File: src/rtl/ioctl_upload_reader_if.sv
`default_nettype none
// +--------------------------------------------------------------------------+
// | ioctl_upload_reader_if : HPS upload handshake, cart RAM port and stats   |
// | Revision 1.0                                                             |
// +--------------------------------------------------------------------------+
interface ioctl_upload_reader_if #(
  parameter int ADDR_W = 16
);
  logic              ioctl_upload;
  logic              ioctl_rd;
  logic [24:0]       ioctl_addr;
  logic [7:0]        ioctl_din;
  logic              ioctl_wait;
  logic [ADDR_W-1:0] ram_addr;
  logic              ram_rd;
  logic [7:0]        ram_q;
  logic              ram_grant;
  logic              busy;
  logic [15:0]       bytes_sent;
  logic [7:0]        checksum;
  logic              overrun;
  logic              done;

  modport master (
    output ioctl_upload, ioctl_rd, ioctl_addr, ram_q, ram_grant,
    input  ioctl_din, ioctl_wait, ram_addr, ram_rd, busy, bytes_sent,
           checksum, overrun, done
  );

  modport slave (
    input  ioctl_upload, ioctl_rd, ioctl_addr, ram_q, ram_grant,
    output ioctl_din, ioctl_wait, ram_addr, ram_rd, busy, bytes_sent,
           checksum, overrun, done
  );
endinterface
`default_nettype wire

File: src/rtl/ioctl_upload_reader.sv
`default_nettype none
// +--------------------------------------------------------------------------+
// | ioctl_upload_reader : serves HPS save-upload reads from cart extra RAM   |
// | Revision 1.0                                                             |
// +--------------------------------------------------------------------------+
module ioctl_upload_reader #(
  parameter int ADDR_W      = 16,
  parameter int SIZE        = 128,
  parameter int RAM_LATENCY = 1
) (
  input  logic                  clk_sys,
  input  logic                  reset,
  ioctl_upload_reader_if.slave  bus
);
  localparam logic [1:0]  S_IDLE   = 2'd0;
  localparam logic [1:0]  S_REQ    = 2'd1;
  localparam logic [1:0]  S_LAT    = 2'd2;
  localparam logic [1:0]  S_FIN    = 2'd3;
  localparam logic [1:0]  LAT_INIT = 2'(RAM_LATENCY - 1);
  localparam logic [24:0] SIZE_C   = 25'(SIZE);

  logic [1:0]        state_q, state_d;
  logic [ADDR_W-1:0] addr_q, addr_d;
  logic [7:0]        din_q, din_d;
  logic [1:0]        cnt_q, cnt_d;
  logic [15:0]       bytes_q, bytes_d;
  logic [7:0]        csum_q, csum_d;
  logic              overrun_q, overrun_d;
  logic              done_q, done_d;
  logic              upload_q;

  logic w_accept, w_start, w_end;

  assign w_start  = bus.ioctl_upload & ~upload_q;
  assign w_end    = ~bus.ioctl_upload & upload_q;
  assign w_accept = (state_q == S_IDLE) & bus.ioctl_rd & bus.ioctl_upload;

  always_comb begin
    state_d   = state_q;
    addr_d    = addr_q;
    din_d     = din_q;
    cnt_d     = cnt_q;
    bytes_d   = bytes_q;
    csum_d    = csum_q;
    overrun_d = overrun_q;
    done_d    = w_end;

    case (state_q)
      S_IDLE: begin
        if (w_accept) begin
          addr_d = bus.ioctl_addr[ADDR_W-1:0];
          if (bus.ioctl_addr < SIZE_C) begin
            state_d = S_REQ;
          end else begin
            din_d   = 8'hFF;
            state_d = S_FIN;
          end
        end
      end
      S_REQ: begin
        if (bus.ram_grant) begin
          cnt_d   = LAT_INIT;
          state_d = S_LAT;
        end
      end
      S_LAT: begin
        if (cnt_q == 2'd0) begin
          din_d   = bus.ram_q;
          state_d = S_FIN;
        end else begin
          cnt_d = cnt_q - 2'd1;
        end
      end
      S_FIN: begin
        if (bytes_q != 16'hFFFF) begin
          bytes_d = bytes_q + 16'd1;
        end
        csum_d  = csum_q + din_q;
        state_d = S_IDLE;
      end
      default: state_d = S_IDLE;
    endcase

    if (bus.ioctl_rd && (state_q != S_IDLE)) begin
      overrun_d = 1'b1;
    end

    // Upload dropping mid-fetch abandons the byte: nothing captured or counted.
    if (w_end && (state_q != S_IDLE)) begin
      state_d = S_IDLE;
      din_d   = din_q;
      bytes_d = bytes_q;
      csum_d  = csum_q;
    end

    // Session clear takes priority over a FIN retiring in the same cycle.
    if (w_start) begin
      bytes_d   = 16'd0;
      csum_d    = 8'd0;
      overrun_d = 1'b0;
    end
  end

  always_ff @(posedge clk_sys) begin
    if (reset) begin
      state_q   <= S_IDLE;
      addr_q    <= '0;
      din_q     <= 8'h00;
      cnt_q     <= 2'd0;
      bytes_q   <= 16'd0;
      csum_q    <= 8'd0;
      overrun_q <= 1'b0;
      done_q    <= 1'b0;
      upload_q  <= 1'b0;
    end else begin
      state_q   <= state_d;
      addr_q    <= addr_d;
      din_q     <= din_d;
      cnt_q     <= cnt_d;
      bytes_q   <= bytes_d;
      csum_q    <= csum_d;
      overrun_q <= overrun_d;
      done_q    <= done_d;
      upload_q  <= bus.ioctl_upload;
    end
  end

  assign bus.ioctl_din  = din_q;
  assign bus.ioctl_wait = (state_q != S_IDLE) | w_accept;
  assign bus.ram_addr   = addr_q;
  assign bus.ram_rd     = (state_q == S_REQ) & bus.ram_grant;
  assign bus.busy       = (state_q != S_IDLE);
  assign bus.bytes_sent = bytes_q;
  assign bus.checksum   = csum_q;
  assign bus.overrun    = overrun_q;
  assign bus.done       = done_q;
endmodule
`default_nettype wire

File: src/flat_wrapper.sv
// flat-port wrapper written by rule: the top's interface ports become plain ports
module ioctl_upload_reader_flat 
#(
  parameter int ADDR_W      = 16,
  parameter int SIZE        = 128,
  parameter int RAM_LATENCY = 1
)
  (clk_sys, reset, bus_ioctl_upload, bus_ioctl_rd, bus_ioctl_addr, bus_ram_q, bus_ram_grant, bus_ioctl_din, bus_ioctl_wait, bus_ram_addr, bus_ram_rd, bus_busy, bus_bytes_sent, bus_checksum, bus_overrun, bus_done);
  ioctl_upload_reader_if #(.ADDR_W(ADDR_W)) bus_i ();
  input  logic clk_sys;
  input  logic reset;
  input wire logic [$bits(bus_i.ioctl_upload)-1:0] bus_ioctl_upload;
  input wire logic [$bits(bus_i.ioctl_rd)-1:0] bus_ioctl_rd;
  input wire logic [$bits(bus_i.ioctl_addr)-1:0] bus_ioctl_addr;
  input wire logic [$bits(bus_i.ram_q)-1:0] bus_ram_q;
  input wire logic [$bits(bus_i.ram_grant)-1:0] bus_ram_grant;
  output wire logic [$bits(bus_i.ioctl_din)-1:0] bus_ioctl_din;
  output wire logic [$bits(bus_i.ioctl_wait)-1:0] bus_ioctl_wait;
  output wire logic [$bits(bus_i.ram_addr)-1:0] bus_ram_addr;
  output wire logic [$bits(bus_i.ram_rd)-1:0] bus_ram_rd;
  output wire logic [$bits(bus_i.busy)-1:0] bus_busy;
  output wire logic [$bits(bus_i.bytes_sent)-1:0] bus_bytes_sent;
  output wire logic [$bits(bus_i.checksum)-1:0] bus_checksum;
  output wire logic [$bits(bus_i.overrun)-1:0] bus_overrun;
  output wire logic [$bits(bus_i.done)-1:0] bus_done;
  assign bus_i.ioctl_upload = bus_ioctl_upload;
  assign bus_i.ioctl_rd = bus_ioctl_rd;
  assign bus_i.ioctl_addr = bus_ioctl_addr;
  assign bus_i.ram_q = bus_ram_q;
  assign bus_i.ram_grant = bus_ram_grant;
  assign bus_ioctl_din = bus_i.ioctl_din;
  assign bus_ioctl_wait = bus_i.ioctl_wait;
  assign bus_ram_addr = bus_i.ram_addr;
  assign bus_ram_rd = bus_i.ram_rd;
  assign bus_busy = bus_i.busy;
  assign bus_bytes_sent = bus_i.bytes_sent;
  assign bus_checksum = bus_i.checksum;
  assign bus_overrun = bus_i.overrun;
  assign bus_done = bus_i.done;
  ioctl_upload_reader #(.ADDR_W(ADDR_W), .SIZE(SIZE), .RAM_LATENCY(RAM_LATENCY)) u_core (.clk_sys(clk_sys), .reset(reset), .bus(bus_i));
endmodule
File: config.mk
export PLATFORM = sky130hd
export DESIGN_NAME = ioctl_upload_reader_flat
export DESIGN_NICKNAME = d
export VERILOG_FILES = /design/src/rtl/ioctl_upload_reader_if.sv /design/src/rtl/ioctl_upload_reader.sv /design/src/flat_wrapper.sv
export SDC_FILE = /design/constraint.sdc
export NUM_CORES = 1
export LEC_CHECK = 0
export CAP_MARGIN = 15
export CELL_PAD_IN_SITES_DETAIL_PLACEMENT = 0
export CELL_PAD_IN_SITES_GLOBAL_PLACEMENT = 2
export CORE_ASPECT_RATIO = 1.1
export CORE_UTILIZATION = 26
export CTS_CLUSTER_SIZE = 12
export DETAILED_ROUTE_END_ITERATION = 10
export PLACE_DENSITY_LB_ADDON = 0.15
export REMOVE_ABC_BUFFERS = 1
export SLEW_MARGIN = 10
export SYNTH_ARGS = -nofsm -noshare
export SYNTH_HDL_FRONTEND = slang
export SYNTH_SLANG_ARGS = --single-unit
File: constraint.sdc
create_clock -name clk_sys -period 2.5 [get_ports clk_sys]
set_clock_uncertainty 0.2 [all_clocks]
set_input_delay 0.625 -clock clk_sys [delete_from_list [all_inputs] [get_ports clk_sys]]
set_output_delay 0.625 -clock clk_sys [all_outputs]
set_load 0.05 [all_outputs]
==> metrics.md <==
| Metric | Value |
|---|---|
| Setup Viol. Count Final | 0 |
| Max stage delay on crit path | 860 ps |
| Worst-path fanout max | 7 |
| Cell count after synthesis | 333 |
| CP bufs+invs | 1 |
| P per Cell Area | 783.0 nW/um^2 |
| Synth top area share | 0.3980 |
| Layout fillers | 1111 |
| Slowest cell on crit path | clkdlybuf4s50_1 |
| Vias in the first global route | 2642 |
| Clock root buffer | clkbuf_16 |
| Synthesized area | 2766 sq um |
| Final antenna-violating net count | 0 |
| Number of port buffers | 90 |
| Setup crit end kind | output port |
| Top Ports | 91 |
| Die W | 100.4 um |
| WL/cell | 13.07 um |
| P_int | 2074 uW |
| Post-route total power | 3287 uW |
| Register share of total power | 0.322 |
| Stages on the worst setup path | 1 |
| Area leader, netlist | dfxtp_1 |
| Clk_lat worst skew | 290 ps |
| Critical path launch point type | flop |
| Area delta synth->final | 51.74% |
| Critical path cell sequence | clkdlybuf4s50_1 |
| Final Cycle Share | 0.9684 |
| Crit Path Class | reg2out |
| Leakage | 0.001517 uW |
| DIE AREA | 11060 sq um |
| Worst slew pin tran | 524.0 ps |
| Worst Path Arrival | 1600 ps |
| Site Rows | 39 |
| Top Family by Delay on Critical Path | buffers and inverters |
| Die H | 110.2 um |
| Setup TNS | 0 ps |
| Ratio of cells with drive above 1 in the final layout | 0.1016 |
| Clock transition at path regs | 70 ps |
| DP Wirelength | 5.799 mm |
| Initial antenna violation count | 0 |
| CP Data Required Time | 1670 ps |
| EDFF count, synth | 0 |
| Pre-antenna DRT Iters | 4 |
| Syn avg cell area | 8.308 sq um |
| Max_cap viols | 0 |
| Asr flop ratio synth | 0 |
| CTS tree | yes |
| Final #Nets | 494 |
| Antenna Cells | 0 |
| Sequential area share after synthesis | 0.3980 |
| Total Wirelength | 7.657 mm |
| Synth cell types | 49 |
| Worst hold-check path type | reg2reg |
| Net Sw Frac | 0.3691 |
| Largest net degree at the start of global routing | 31 |
| DRT iter0 DRCs | 73 |
| Primary FF master, synth | dfxtp_1 |
| Fin. max-slew vios | 0 |
| Yosys reg bits | 55 |
| Clock tree buffer depth | 2 |
| Ranking of synthesized cells by area | dfxtp_1 40%, nand2_1 6.6%, ha_1 5.9% |
| Worst Hold Depth | 2 |
| Clk sinks | 55 |
| Worst IR Drop VDD | 0.4343 mV |
| Gr ovfl total | 0 |
| NetSw | 1213 uW |
| Status | completed |
| Power share of the combinational group | 0.430 |
| H-tree depth | 2 |
| Worst r2r path cells | 6 |
| Starting Density | 0.2674 |
| First-pass GRT wire length | 12.54 mm |
| CTS buffer count | 5 |
| RSZ-0062 raised after global routing | true |
| Core Area | 10340 sq um |
| Slew margin rel. | 0.6496 |
| Tmin final | 2421 ps |
| Via Count | 2729 |
| Warnings from Yosys | 0 |
| GRT Total Usage | 0.1417 |
| Clock power frac | 0.248 |
| Final Wtd Congestion | 0.7398 |
| Final hold violation count | 0 |
| Max Freq | 413.0 MHz |
| Hold-fix buffers at CTS | 0 |
| Remaining DRCs | 0 |
| Via density | 4.657 |
[stage by stage]
step | utilization | cell area, sq um | hold slack, ps | setup WS [ps] | instances
after floorplan | - | 2694 | 267.8 | 25.28 | 318
after global placement | 0.3875 | 4009 | 243.7 | -281.0 | 577
after detailed placement | 0.3875 | 4009 | 248.6 | -283.7 | 577
after CTS | 0.4042 | 4182 | 259.3 | 48.59 | 585
after global routing | 0.4058 | 4198 | 279.4 | -0.2653 | 586
final | 0.4058 | 4198 | 257.6 | 78.90 | 586
[what timing repair did]
| action | in CTS | in global routing |
|---|---|---|
| hold endpoints to repair | 0 | 0 |
| pin swaps | 0 | 1 |
| endpoints found under the setup margin | 1 | 9 |
| gates resized for setup | 1 | 4 |
| buffers inserted | 0 | 1 |
[path summary, 6_finish.rpt]
path,slack (ps),from,endpoint
hold / removal,260,u_core.bus.ram_addr[7],u_core.bus.ram_addr[7]
setup reg to reg,180,u_core.bus.checksum[3],u_core.bus.checksum[7]
setup / recovery,80,u_core.bus.ioctl_din[7],bus_ioctl_din[7]
hold reg to reg,260,u_core.bus.ram_addr[7],u_core.bus.ram_addr[7]
[area by class of cell]
cell class	count	area, sq um	share of cell area
clock buffers	6	138.9	0.03308
multi-input cells	251	1556	0.3708
repair buffers	117	1142	0.2721
flip-flops and latches	55	1101	0.2623
inverters	12	45.04	0.01073
clock inverters	2	35.03	0.008346
well taps	143	178.9	0.04262
[per-layer routing]
metal,vias up,global-route usage,wire length (um)
li1,1398,-,-
met1,1252,0.1760,3560
met2,75,0.2422,3500
met3,4,0.04351,538
met4,0,0.02899,57
met5,-,0,0
[cells in the mapped netlist (all sizes together), types with 2 or more instances]
library cell	instances
nor4b	3
nor2	26
o21ai	8
ha	13
clkbuf	8
nand3	7
a211oi	6
a22oi	2
nand2b	2
inv	12
and3	4
nor2b	13
xnor2	5
o211ai	6
dfxtp	55
nor3b	10
and2	2
a21oi	30
or3	2
and4	3
o2111ai	2
a21o	2
buf	7
nor4	10
nand4b	2
nand2	49
xor2	9
nor3	15
nand4	4
[registers in the layout (all words and copies together) (netlist names)]
name and flops:
u_core.bus.done 1, u_core.bus.ioctl_din 8, u_core.state_q 2, u_core.bus.ram_addr 16, u_core.bus.checksum 8, u_core.bus.bytes_sent 16
u_core.bus.overrun 1, u_core.cnt_q 2, u_core.upload_q 1
[worst register-to-register path, stage by stage, from the launching register on]
cell and delay [ps]:
dfxtp_1 340, ha_1 360, o211ai_1 120, o211ai_1 360
nor4_1 90, a2111oi_1 260, or4b_1 460
[layout by cell type, fill, tap and decap left out, types with 3 or more instances in the layout]
| cell | synthesis | routed |
|---|---|---|
| a211oi_1 | 6 | 6 |
| nand3_1 | 7 | 7 |
| xor2_1 | 9 | 9 |
| a21oi_1 | 30 | 30 |
| buf_12 | 0 | 4 |
| nor3b_1 | 9 | 9 |
| clkdlybuf4s50_1 | 0 | 85 |
| nor3_1 | 15 | 15 |
| nor4b_1 | 3 | 3 |
| nor2b_1 | 13 | 11 |
| buf_4 | 2 | 27 |
| nor2_1 | 26 | 26 |
| and3_1 | 4 | 4 |
| and4_1 | 3 | 3 |
| o21ai_0 | 8 | 8 |
| nand4_1 | 4 | 4 |
| o211ai_1 | 6 | 6 |
| xnor2_1 | 5 | 5 |
| ha_1 | 13 | 12 |
| nand2_1 | 49 | 49 |
| inv_1 | 12 | 12 |
| nor4_1 | 10 | 10 |
| clkbuf_16 | 0 | 5 |
| dfxtp_1 | 55 | 55 |
[power by group through the flow]
stage	Sequential, uW	Clock (uW)	Combinational (uW)
after floorplan	1330	0	551
after global placement	1080	0	1420
after detailed placement	1080	0	1420
after CTS	1060	854	1430
after global routing	1070	882	1530
final	1060	815	1410
[cells by family (layout without fill, tap and decap cells)]
| group | after synthesis | count (layout) | synth area share |
|---|---|---|---|
| fa+ha+maj | 14 | 14 | 0.06604 |
| buf+inv | 27 | 137 | 0.04251 |
| flops | 55 | 55 | 0.3980 |
| compound gates | 67 | 67 | 0.1533 |
| xor+xnor | 14 | 14 | 0.04432 |
| simple gates | 156 | 156 | 0.2958 |
Note: power is estimated with default switching activity, not from simulation.
